<file path="config.mk">
export PLATFORM = sky130hd
export DESIGN_NAME = sll_iter_shifter
export DESIGN_NICKNAME = d
export VERILOG_FILES = /design/src/rtl/sll_iter_shifter.sv
export SDC_FILE = /design/constraint.sdc
export NUM_CORES = 1
export LEC_CHECK = 0
export CAP_MARGIN = 0
export CORE_MARGIN = 3
export CORE_UTILIZATION = 40
export DETAILED_ROUTE_END_ITERATION = 8
export PLACE_DENSITY_LB_ADDON = 0.2
export SYNTH_ARGS = -nofsm -noshare
export SYNTH_HDL_FRONTEND = slang
export SYNTH_SLANG_ARGS = --single-unit
</file>
<file path="constraint.sdc">
create_clock -name clock -period 1.75 [get_ports clock]
set_input_delay 0.35 -clock clock [delete_from_list [all_inputs] [get_ports clock]]
set_output_delay 0.35 -clock clock [all_outputs]
set_load 0.05 [all_outputs]
</file>
<file path="src/rtl/sll_iter_shifter.sv">
// ---------------------------------------------------------------------------
// sll_iter_shifter
//   Multicycle logical-left shifter. It shifts an operand left by 0..WIDTH-1
//   bits, one bit per clock, and zero-fills bit 0. Its start/ready handshake
//   matches the multdiv unit: a ctrl_start pulse goes in and a
//   data_resultRDY pulse comes out.
//
// Ports
//   clock          : rising-edge clock
//   reset          : asynchronous, active-high; returns to IDLE and clears
//                    all state
//   ctrl_start     : request, sampled only in IDLE or DONE
//   data_operandA  : value to shift, captured together with ctrl_start
//   ctrl_shamt     : shift amount, captured together with ctrl_start
//   data_result    : shifted value; final while data_resultRDY=1 and held
//                    until the next accepted start
//   data_resultRDY : one-cycle pulse (state DONE)
//   data_busy      : high while shifting (state SHIFT)
//   data_lost      : sticky per operation; set if any 1 left bit WIDTH-1
//
// Timing
//   ctrl_start sampled at edge E0 -> SHIFT
//   edges E0+1 .. E0+shamt        -> one bit shifted at each edge
//   edge  E0+shamt+1              -> DONE, so RDY is high in the next cycle
// ---------------------------------------------------------------------------
module sll_iter_shifter #(
    parameter int WIDTH = 32,
    parameter int SHW   = 5
) (
    input  logic             clock,
    input  logic             reset,
    input  logic             ctrl_start,
    input  logic [WIDTH-1:0] data_operandA,
    input  logic [SHW-1:0]   ctrl_shamt,
    output logic [WIDTH-1:0] data_result,
    output logic             data_resultRDY,
    output logic             data_busy,
    output logic             data_lost
);

    typedef enum logic [1:0] {
        IDLE  = 2'd0,
        SHIFT = 2'd1,
        DONE  = 2'd2
    } state_t;

    state_t           state;
    logic [WIDTH-1:0] result;
    logic [SHW-1:0]   cnt;
    logic             lost;

    // The counter only counts down. It is tested for zero before each
    // decrement, so it never wraps.
    always_ff @(posedge clock or posedge reset) begin
        if (reset) begin
            state  <= IDLE;
            result <= '0;
            cnt    <= '0;
            lost   <= 1'b0;
        end else begin
            case (state)
                IDLE: begin
                    if (ctrl_start) begin
                        result <= data_operandA;
                        cnt    <= ctrl_shamt;
                        lost   <= 1'b0;
                        state  <= SHIFT;
                    end
                end
                SHIFT: begin
                    // ctrl_start and the operand inputs are ignored here.
                    if (cnt != '0) begin
                        result <= {result[WIDTH-2:0], 1'b0};
                        cnt    <= cnt - SHW'(1);
                        lost   <= lost | result[WIDTH-1];
                    end else begin
                        state <= DONE;
                    end
                end
                DONE: begin
                    // A start in DONE loads the next operation and skips the
                    // IDLE turnaround (back-to-back operation).
                    if (ctrl_start) begin
                        result <= data_operandA;
                        cnt    <= ctrl_shamt;
                        lost   <= 1'b0;
                        state  <= SHIFT;
                    end else begin
                        state <= IDLE;
                    end
                end
                default: state <= IDLE;
            endcase
        end
    end

    assign data_result    = result;
    assign data_lost      = lost;
    assign data_busy      = (state == SHIFT);
    assign data_resultRDY = (state == DONE);

endmodule

</file>
# [Word-level counts from Yosys, hierarchy flattened]
# Cells that the tools add are included.
[word_totals] ff_bits=40 inputBits=40 out_inout_bits=35 wordCells=31
[classes] addsub=1 n_eq_ne=6 n_mux=13 bitwise_logic=1 reduce_logical=6
[op_table] op="$mux W32" n=2
[op_table] op="$pmux W32 S2" n=1
[op_table] op="$mux W5" n=2
[op_table] op="$pmux W5 S2" n=1
[op_table] op="$pmux W2 S3" n=1
[op_table] op="$reduce_bool A5 Y1" n=1
[op_table] op="$sub A5 B1 Y5 const B" n=1
[op_table] op="$mux W2" n=2
[op_table] op="$ne A2 B1 Y1 const B" n=2
[op_table] op="$ne A2 B2 Y1 const B" n=2
[op_table] op="$mux W1" n=3
[op_table] op="$reduce_and A3 Y1" n=1
[op_table] op="$eq A2 B1 Y1 const B" n=1
[op_table] op="$eq A2 B2 Y1 const B" n=1
[op_table] op="$logic_not A2 Y1" n=1
[op_table] op="$pmux W1 S2" n=1
[op_table] op="$reduce_and A2 Y1" n=1
[op_table] op="$reduce_bool A2 Y1" n=1
[op_table] op="$reduce_or A2 Y1" n=1
[op_table] op="$or A1 B1 Y1" n=1

# [Logic depth before layout (Yosys ltp)]
# Gate-level depths: netlist of run 1.
[depth] depth_word=4 ltp_mapped=7 ltp_nobuf=5

# [Worst setup path before layout of run 1]
# No wires, ideal clock.
[synth_path] path_type="register to register" startpoint="register cnt[0]" endpoint="register result[10] (netlist: data_result[10])" setup_time_ps=125 arrival_ps=1646 required_time_ps=1625 path_slack_ps=-21 stages_incl_launch_ff=8 synth_period_minus_slack_ps=1771 cell_sequence="dfrtp_1 inv_1 ha_1 or4b_1 buf_2 buf_6 a221oi_2 nor2_1"
[synth_between] elab_chain_cells=3
[synth_rtl] element="start, declared" line="49" rtl="logic [SHW-1:0] cnt;"
[synth_rtl] element="start signal, assigned" line="65" rtl="cnt <= ctrl_shamt;"
[synth_rtl] element="start signal, assigned" line="74" rtl="cnt <= cnt - SHW'(1);"
[synth_rtl] element="start signal, assigned" line="85" rtl="cnt <= ctrl_shamt;"
[synth_rtl] element="$reduce_bool A5 Y1" line="72" rtl="if (cnt != '0) begin"
[synth_rtl] element="$ne A2 B1 Y1 (no source line)"
[synth_rtl] element="$reduce_and A3 Y1 (no source line)"
[synth_rtl] element="end signal, assigned" line="64" rtl="result <= data_operandA;"
[synth_rtl] element="end signal, assigned" line="73" rtl="result <= {result[WIDTH-2:0], 1'b0};"
[synth_rtl] element="end signal, assigned" line="84" rtl="result <= data_operandA;"
[synth_rtl] element="end, declared" line="48" rtl="logic [WIDTH-1:0] result;"
# Every way passes these cells.
# A chain may end at the register's enable or synchronous reset.

# [Final worst setup path of run 1]
[layout_path] startpoint="register cnt[0]" endpoint="register result[2] (netlist: data_result[2])"
# Same word-level chain as after synthesis.

==> results of run 1 <==
[area by class of cell]
type                    instances  area [um2]  share of cell area [%]
multi-input cells             115         988                    31.7
well taps                      67        83.8                    2.69
flip-flops and latches         40        1000                    32.1
clock inverters                 2        10.0                   0.321
repair buffers                 98         933                    29.9
inverters                       5        20.0                   0.642
clock buffers                   6        82.6                    2.65
[worst min-delay path, cell delays in order]
cell	delay, ns
clkdlybuf4s50_1	0.40
clkinv_1	0.07
buf_12	0.22
[per-stage QoR]
stage / setup TNS (ns) / cells / hold slack (ns)
finish: 0 / 333 / 0.392
CTS: -0.0313 / 330 / 0.399
global placement: 0 / 321 / 0.488
detailed placement: -0.0199 / 321 / 0.505
global route: -0.823 / 333 / 0.423
floorplan: 0 / 177 / 0.467
[metal layers]
layer | wire length (um) | GRT usage [%] | vias up
li1 | - | - | 883
met1 | 2490 | 24.9 | 881
met2 | 2680 | 28.1 | 61
met3 | 348 | 4.52 | 10
met4 | 68 | 5.34 | 0
met5 | 0 | 0 | -
[power groups by stage]
stage / clock network [uW] / registers, uW / logic, uW
global route: 675 / 1880 / 4490
global placement: 0 / 1800 / 4070
CTS: 634 / 1800 / 4150
floorplan: 0 / 3050 / 1510
detailed placement: 0 / 1790 / 4130
finish: 616 / 1820 / 4240
[worst min-delay path by stage]
stage	endpoint	cells past startpoint	startpoint	slack, ns
floorplan	data_result[0]	2	data_operandA[0]	0.47
finish	data_result[17]	3	reset	0.39
global placement	data_lost	2	data_lost	0.49
detailed placement	data_lost	2	data_lost	0.51
CTS	data_result[17]	3	reset	0.40
global route	data_result[14]	3	reset	0.42
[timing repair]
action,CTS,global route
setup buffers,1,1
pin swaps,0,1
gates resized for setup,2,8
cloned,0,2
setup endpoints to repair,9,36
[layout by cell type, fill, tap and decap left out, types with 3 or more instances in the layout]
cell,instances
buf_4,50
dfrtp_1,40
clkdlybuf4s50_1,39
nor2_1,23
o32ai_1,18
a221oi_2,16
nand2b_1,14
o221a_2,12
clkbuf_8,6
buf_12,6
o21ai_0,4
clkinv_2,3
nand3_1,3
[kinds of logic after synthesis]
| logic type | Yosys count | synth area share [%] |
|---|---|---|
| flip-flops | 40 | 48.7 |
| multiplexers | 1 | 0.487 |
| buffers and inverters | 23 | 5.84 |
| AND/OR/NAND/NOR | 52 | 13.2 |
| adder cells (fa/ha/maj) | 1 | 0.609 |
| AO/OA/AOI/OAI | 60 | 31.2 |
[flip-flops by register name (all words and copies together) (netlist names)]
name,cells
data_result,32
state,2
cnt,5
data_lost,1
==> results.sh, run 1 <==
export IMPL_design_area_mm2=0.00312
export IMPL_p_int_uw=3390
export IMPL_ys_flop_type="dfrtp_1"
export IMPL_tightest_slew_ns=0.291
export IMPL_finalCritPeriodShare_pct=98.5
export IMPL_synth_area_leaders="dfrtp_1 49%, a221oi_2 12%, o32ai_1 7.7%"
export IMPL_p_sw_uw=3280
export IMPL_p_total_uw=6680
export IMPL_cts_tree="built"
export IMPL_netlist_instances=177
export IMPL_startpoint="cnt[0]"
export IMPL_nets=306
export IMPL_initial_core_util_pct=42.4
export IMPL_fp_dieW_um=77.7
export IMPL_synthTopCellsByCount="40 x dfrtp_1, 23 x nor2_1, 18 x o32ai_1"
export IMPL_slowest_delay_ns=0.53
export IMPL_hold_buffers=0
export IMPL_status="finished, final reports clean"
export IMPL_layout_drive_gt1_share_pct=40.2
export IMPL_drtIter0Drc=157
export IMPL_grt_pass1_vias=1783
export IMPL_gp_congestion=0.821
export IMPL_detailed_place_hpwl_mm=3.84
export IMPL_slew_headroom_pct=80.5
export IMPL_path_cells="inv_2 -> ha_4 -> or4b_4 -> clkbuf_16 -> a221oi_2 -> nor2_1"
export IMPL_period_minus_slack_ns=1.72
export IMPL_pwr_share_clk_pct=9.2
export IMPL_num_rows=25
export IMPL_netlist_area_mm2=0.00206
export IMPL_postRouteAntennaNets=0
export IMPL_drc=0
export IMPL_slowest_stage="or4b_4"
export IMPL_cts_max_level=2
export IMPL_dp_slack_ns=-0.0188
export IMPL_hold_path_class="in -> async"
export IMPL_worst_path_dominant_cell_family="simple AND/OR/NAND/NOR gates"
export IMPL_slew_viol_final=0
export IMPL_synth_most_common_cell="dfrtp_1"
export IMPL_cp_arrival_ns=1.89
export IMPL_end_kind="flip-flop"
export IMPL_async_flop_share_pct=100
export IMPL_grtUsageTotal_pct=18.1
export IMPL_endpoint="data_result[2]"
export IMPL_crit_path_start_kind="flip-flop"
export IMPL_place_area_mm2=0.00294
export IMPL_clk_path_buf_depth=2
export IMPL_netlist_area_leader_share_pct=48.7
export IMPL_path_clk_slew_ns=0.07
export IMPL_cts_sinks=40
export IMPL_syn_area_per_cell_um2=11.6
export IMPL_numCtsBuffers=5
export IMPL_dr_pass1_iters=4
export IMPL_core_area_mm2=0.00485
export IMPL_p_comb_share_pct=63.5
export IMPL_r2r_end="data_result[2]"
export IMPL_critPathBufInv=2
export IMPL_numPortBuffers=74
export IMPL_root_buffer="clkbuf_8"
export IMPL_vias=1835
export IMPL_synth_edf_count=0
export IMPL_viasPerCell=5.51
export IMPL_grt_overflow_total=0
export IMPL_hold_viol=0
export IMPL_crit_fanout=6
export IMPL_grt_first_pass_wirelength_mm=8.70
export IMPL_power_density_mw_per_mm2=2140
export IMPL_sw_frac_of_total_pct=49.2
export IMPL_regToRegStartpoint="cnt[0]"
export IMPL_cellLeakagePower_uw=0.00124
export IMPL_drt_wirelength_per_cell_um=16.8
export IMPL_fin_util_pct=64.3
export IMPL_seqPwrFrac_pct=27.3
export IMPL_finalSetupViolations=0
export IMPL_yosysSeqAreaShare_pct=48.7
export IMPL_yosysWarningCount=0
export IMPL_worst_r2r_setup_slack_ns=0.03
export IMPL_synth_cell_types=32
export IMPL_reg2regPathDepth=6
export IMPL_die_y_um=77.7
export IMPL_area_growth_pct=51.7
export IMPL_worstSetupPathType="reg -> reg"
export IMPL_worst_path_stages=6
export IMPL_grt_max_degree=41
export IMPL_setup_slack_ns=0.0262
export IMPL_synth_area_leader_cell="dfrtp_1"
export IMPL_io_pins=75
export IMPL_insertion_delay_ns=0.28
export IMPL_antenna_found_initial=0
export IMPL_drt_total_wl_mm=5.58
export IMPL_synthesis_nets=218
export IMPL_grt_setup_unrepaired="true"
export IMPL_fmax_mhz=580
export IMPL_ir_worst_vdd_mv=0.974
export IMPL_critPathRequiredTime_ns=1.92
export IMPL_synth_seq_cells=40
export IMPL_clock_skew_ns=0.00450
export IMPL_n_antenna_cell=0
export IMPL_fillerInstances=392
export IMPL_maxCapViolCount=0
export IMPL_die_area_mm2=0.00604
(Power assumes the default switching activity.)
==> inputs of run 2 (changes only) <==
CORE_UTILIZATION = 56   (was 40)
DONT_BUFFER_PORTS = 1   (was default)
SKIP_CTS_REPAIR_TIMING = 1   (was default)
==> results.sh, run 2 (same netlist as run 1, synthesis figures left out) <==
export IMPL_final_cell_mix="40 x dfrtp_1, 23 x nor2_1, 22 x buf_4"
export IMPL_cts_tree="built"
export IMPL_grt_first_pass_wirelength_mm=7.62
export IMPL_crit_fanout=6
export IMPL_cp_arrival_ns=1.92
export IMPL_fp_dieW_um=66.6
export IMPL_worstSetupPathType="reg -> reg"
export IMPL_crit_path_start_kind="flip-flop"
export IMPL_reg2regPathDepth=6
export IMPL_viasPerCell=6.75
export IMPL_root_buffer="clkbuf_8"
export IMPL_gp_congestion=0.918
export IMPL_insertion_delay_ns=0.30
export IMPL_grt_pass1_vias=1500
export IMPL_slew_viol_final=0
export IMPL_drtIter0Drc=119
export IMPL_numCtsBuffers=5
export IMPL_slew_headroom_pct=56.0
export IMPL_drt_total_wl_mm=5.04
export IMPL_power_density_mw_per_mm2=2490
export IMPL_grt_setup_unrepaired="true"
export IMPL_nets=234
export IMPL_layout_drive_gt1_share_pct=37.6
export IMPL_area_growth_pct=19.8
export IMPL_period_minus_slack_ns=1.75
export IMPL_cts_sinks=40
export IMPL_finalCritPeriodShare_pct=99.9
export IMPL_path_clk_slew_ns=0.08
export IMPL_maxCapViolCount=0
export IMPL_detailed_place_hpwl_mm=3.48
export IMPL_finalSetupViolations=0
export IMPL_cts_max_level=2
export IMPL_hold_slack_ns=0.0239
export IMPL_n_antenna_cell=0
export IMPL_dr_pass1_iters=4
export IMPL_antenna_found_initial=0
export IMPL_hold_viol=0
export IMPL_drc=0
export IMPL_finalNonFillerCells=240
export IMPL_die_area_mm2=0.00443
export IMPL_critPathRequiredTime_ns=1.92
export IMPL_initial_core_util_pct=59.7
export IMPL_end_kind="flip-flop"
export IMPL_grt_max_degree=23
export IMPL_grtUsageTotal_pct=23.1
export IMPL_regToRegStartpoint="cnt[0]"
export IMPL_r2r_end="data_result[13]"
export IMPL_status="finished, final reports clean"
export IMPL_die_y_um=66.6
export IMPL_postRouteAntennaNets=0
export IMPL_ir_worst_vdd_mv=1.32
export IMPL_largest_reg_flops=32
export IMPL_fmax_mhz=572
export IMPL_dp_cells=229
export IMPL_grt_overflow_total=0
export IMPL_final_common_cell="dfrtp_1"
export IMPL_cellLeakagePower_uw=0.000936
export IMPL_tightest_slew_ns=0.659
export IMPL_numPortBuffers=0
export IMPL_clock_skew_ns=0.0111
export IMPL_num_rows=21
export IMPL_io_pins=75
export IMPL_worst_r2r_setup_slack_ns=0.001
export IMPL_hold_path_class="in -> async"
export IMPL_drt_wirelength_per_cell_um=21.0
export IMPL_clk_path_buf_depth=2
export IMPL_vias=1621
export IMPL_core_area_mm2=0.00344
## run 2: worst max-delay path by stage
stage            from         endpoint  slack, ns
2_1_floorplan  cnt[0]  data_result[10]       0.01
3_3_place_gp   cnt[0]   data_result[7]       0.02
3_5_place_dp   cnt[0]   data_result[7]      -0.04
4_1_cts        cnt[0]   data_result[7]      -0.05
5_1_grt        cnt[0]  data_result[13]      -0.09
6_report       cnt[0]  data_result[13]      0.001
## run 2: metrics by stage
stage | cell area (um2) | TNS [ns] | util, % | setup slack, ns | power (uW)
floorplan | 2080 | 0 | - | 0.0118 | 4560
global placement | 2230 | 0 | 64.8 | 0.0231 | 5050
detailed placement | 2230 | -0.142 | 64.8 | -0.0365 | 5130
CTS | 2360 | -0.376 | 68.4 | -0.0496 | 5960
global route | 2460 | -1.18 | 71.5 | -0.0945 | 6450
finish | 2460 | 0 | 71.5 | 0.000968 | 6120
## run 2: where the power goes
part / total (uW) / internal (uW) / switching [uW]
clock: 819 / 503 / 316
combinational: 2120 / 1080 / 1030
sequential: 3180 / 1360 / 1820
total: 6120 / 2950 / 3170
## run 2: critical path, cell delays in order, from the launching register on
cell	delay (ns)
dfrtp_1	0.39
inv_2	0.09
ha_4	0.13
or4b_4	0.54
buf_12	0.18
a221oi_2	0.20
nor2_1	0.09
## run 2: cell type report
| class | instances | area, um2 |
|---|---|---|
| multi-input cells | 115 | 1020 |
| fillers | 237 | 980 |
| clock buffers | 7 | 96.3 |
| well taps | 46 | 57.6 |
| inverters | 5 | 18.8 |
| repair buffers | 26 | 241 |
| clock inverters | 1 | 30.0 |
| flip-flops and latches | 40 | 1000 |
## run 2: metal layers
metal  track usage (%)  vias up  wire length [um]
met1              32.9      797              2180
met3              7.76       11               417
li1                  -      738                 -
met4              10.2        0               102
met5                 0        -                 0
met2              31.7       75              2330
==> inputs of run 3 (changes only) <==
ABC_CLOCK_PERIOD_IN_PS = 1750   (was default)
CORE_MARGIN = default   (was 3)
==> results.sh, run 3 (same netlist as run 1, synthesis figures left out) <==
export IMPL_critPathRequiredTime_ns=1.99
export IMPL_status="finished with violations"
export IMPL_crit_path_start_kind="flip-flop"
export IMPL_sw_frac_of_total_pct=54.8
export IMPL_end_kind="flip-flop"
export IMPL_final_common_cell="dfrtp_1"
export IMPL_clk_path_buf_depth=2
export IMPL_slew_viol_final=0
export IMPL_path_clk_slew_ns=0.12
export IMPL_hold_viol=20
export IMPL_drt_total_wl_mm=5.21
export IMPL_grt_first_pass_wirelength_mm=7.92
export IMPL_clock_skew_ns=0.0171
export IMPL_tightest_slew_ns=0.583
export IMPL_worstSetupPathType="reg -> reg"
export IMPL_dr_pass1_iters=4
export IMPL_grt_max_degree=41
export IMPL_power_density_mw_per_mm2=2430
export IMPL_cts_max_level=2
export IMPL_gp_congestion=0.827
export IMPL_cts_sinks=40
export IMPL_multi_input_area_mm2=0.00103
export IMPL_finalNonFillerCells=242
export IMPL_p_int_uw=2650
export IMPL_largest_reg_flops=32
export IMPL_n_antenna_cell=0
export IMPL_fillerInstances=250
export IMPL_nets=236
export IMPL_root_buffer="clkbuf_4"
export IMPL_layout_drive_gt1_share_pct=36.7
export IMPL_vias=1687
export IMPL_crit_fanout=7
export IMPL_grt_pass1_vias=1555
export IMPL_period_minus_slack_ns=1.78
export IMPL_seqPwrFrac_pct=54.4
export IMPL_numPortBuffers=0
export IMPL_setup_slack_ns=-0.0272
export IMPL_grtUsageTotal_pct=26.2
export IMPL_violations="negative hold slack, negative setup slack"
export IMPL_initial_core_util_pct=60.2
export IMPL_fmax_mhz=563
export IMPL_drtIter0Drc=116
export IMPL_postRouteAntennaNets=0
export IMPL_cts_tree="built"
export IMPL_fp_dieW_um=62.6
export IMPL_io_pins=75
export IMPL_maxCapViolCount=0
export IMPL_p_sw_uw=3220
export IMPL_numCtsBuffers=5
export IMPL_seq_area_mm2=0.00100
export IMPL_core_area_mm2=0.00342
export IMPL_insertion_delay_ns=0.36
export IMPL_die_area_mm2=0.00392
export IMPL_grt_overflow_total=0
export IMPL_finalSetupViolations=13
export IMPL_drc=0
export IMPL_cp_arrival_ns=2.02
export IMPL_antenna_found_initial=0
export IMPL_finalCritPeriodShare_pct=102
export IMPL_final_cell_mix="40 x dfrtp_1, 23 x nor2_1, 22 x buf_4"
export IMPL_hold_path_class="in -> async"
export IMPL_detailed_place_hpwl_mm=3.22
export IMPL_ir_worst_vdd_mv=1.16
export IMPL_slew_headroom_pct=61.1
export IMPL_p_comb_share_pct=37.1
export IMPL_pwr_share_clk_pct=8.4
export IMPL_drt_wirelength_per_cell_um=21.5
export IMPL_grt_setup_unrepaired="true"
export IMPL_area_growth_pct=17.7
export IMPL_cellLeakagePower_uw=0.000916
export IMPL_hold_slack_ns=-0.00430
export IMPL_viasPerCell=6.97
export IMPL_dp_cells=226
export IMPL_num_rows=21
export IMPL_die_y_um=62.6
export IMPL_fin_util_pct=70.8
-- run 3: metal layers --
| metal | vias to the layer above | part of all wire (%) | global-route usage (%) | wire length, um |
|---|---|---|---|---|
| met4 | 0 | 2.0 | 12.2 | 104 |
| li1 | 743 | - | - | - |
| met5 | - | 0 | 0 | 0 |
| met3 | 14 | 9.1 | 8.21 | 474 |
| met2 | 86 | 48 | 39.5 | 2480 |
| met1 | 844 | 41 | 34.4 | 2150 |
-- run 3: per-stage QoR --
stage	setup TNS, ns	cell area (um2)	power, uW	setup WS [ns]
detailed placement	-0.109	2190	5100	-0.0275
floorplan	0	2080	4560	0.0118
finish	-0.158	2420	5870	-0.0272
global placement	0	2190	5000	0.0442
CTS	-0.245	2250	5600	-0.0914
global route	-1.92	2420	6170	-0.109
-- run 3: layout make-up --
cell class              instances  area share [%]
well taps                      46            2.38
repair buffers                 28            10.3
inverters                       5           0.931
clock buffers                   8            2.43
flip-flops and latches         40            41.4
multi-input cells             115            42.6
-- run 3: path summary, 6_finish.rpt --
check	slack, ns	cells past startpoint	startpoint	to
setup / recovery	-0.03	6	cnt[0]	data_result[1]
hold / removal	-0.004	2	reset	data_result[10]
setup reg to reg	-0.03	6	cnt[0]	data_result[1]
hold reg to reg	0.63	2	state[0]	cnt[4]
max in group asynchronous	1.40	2	reset	data_result[23]
min in group clock	0.12	2	data_operandA[0]	data_result[0]
-- run 3: worst max-delay path, stage by stage (launching register included) --
cell and delay (ns):
dfrtp_1 0.40, inv_2 0.06, ha_2 0.19, or4b_4 0.54
clkbuf_16 0.20, a221oi_2 0.22, nor2_1 0.07
-- run 3: power by group through the flow --
stage               combinational (uW)  clock, uW  sequential (uW)
floorplan                         1510          0             3050
global placement                  1850          0             3150
detailed placement                1930          0             3170
CTS                               1940        508             3150
global route                      2370        537             3260
finish                            2180        496             3200
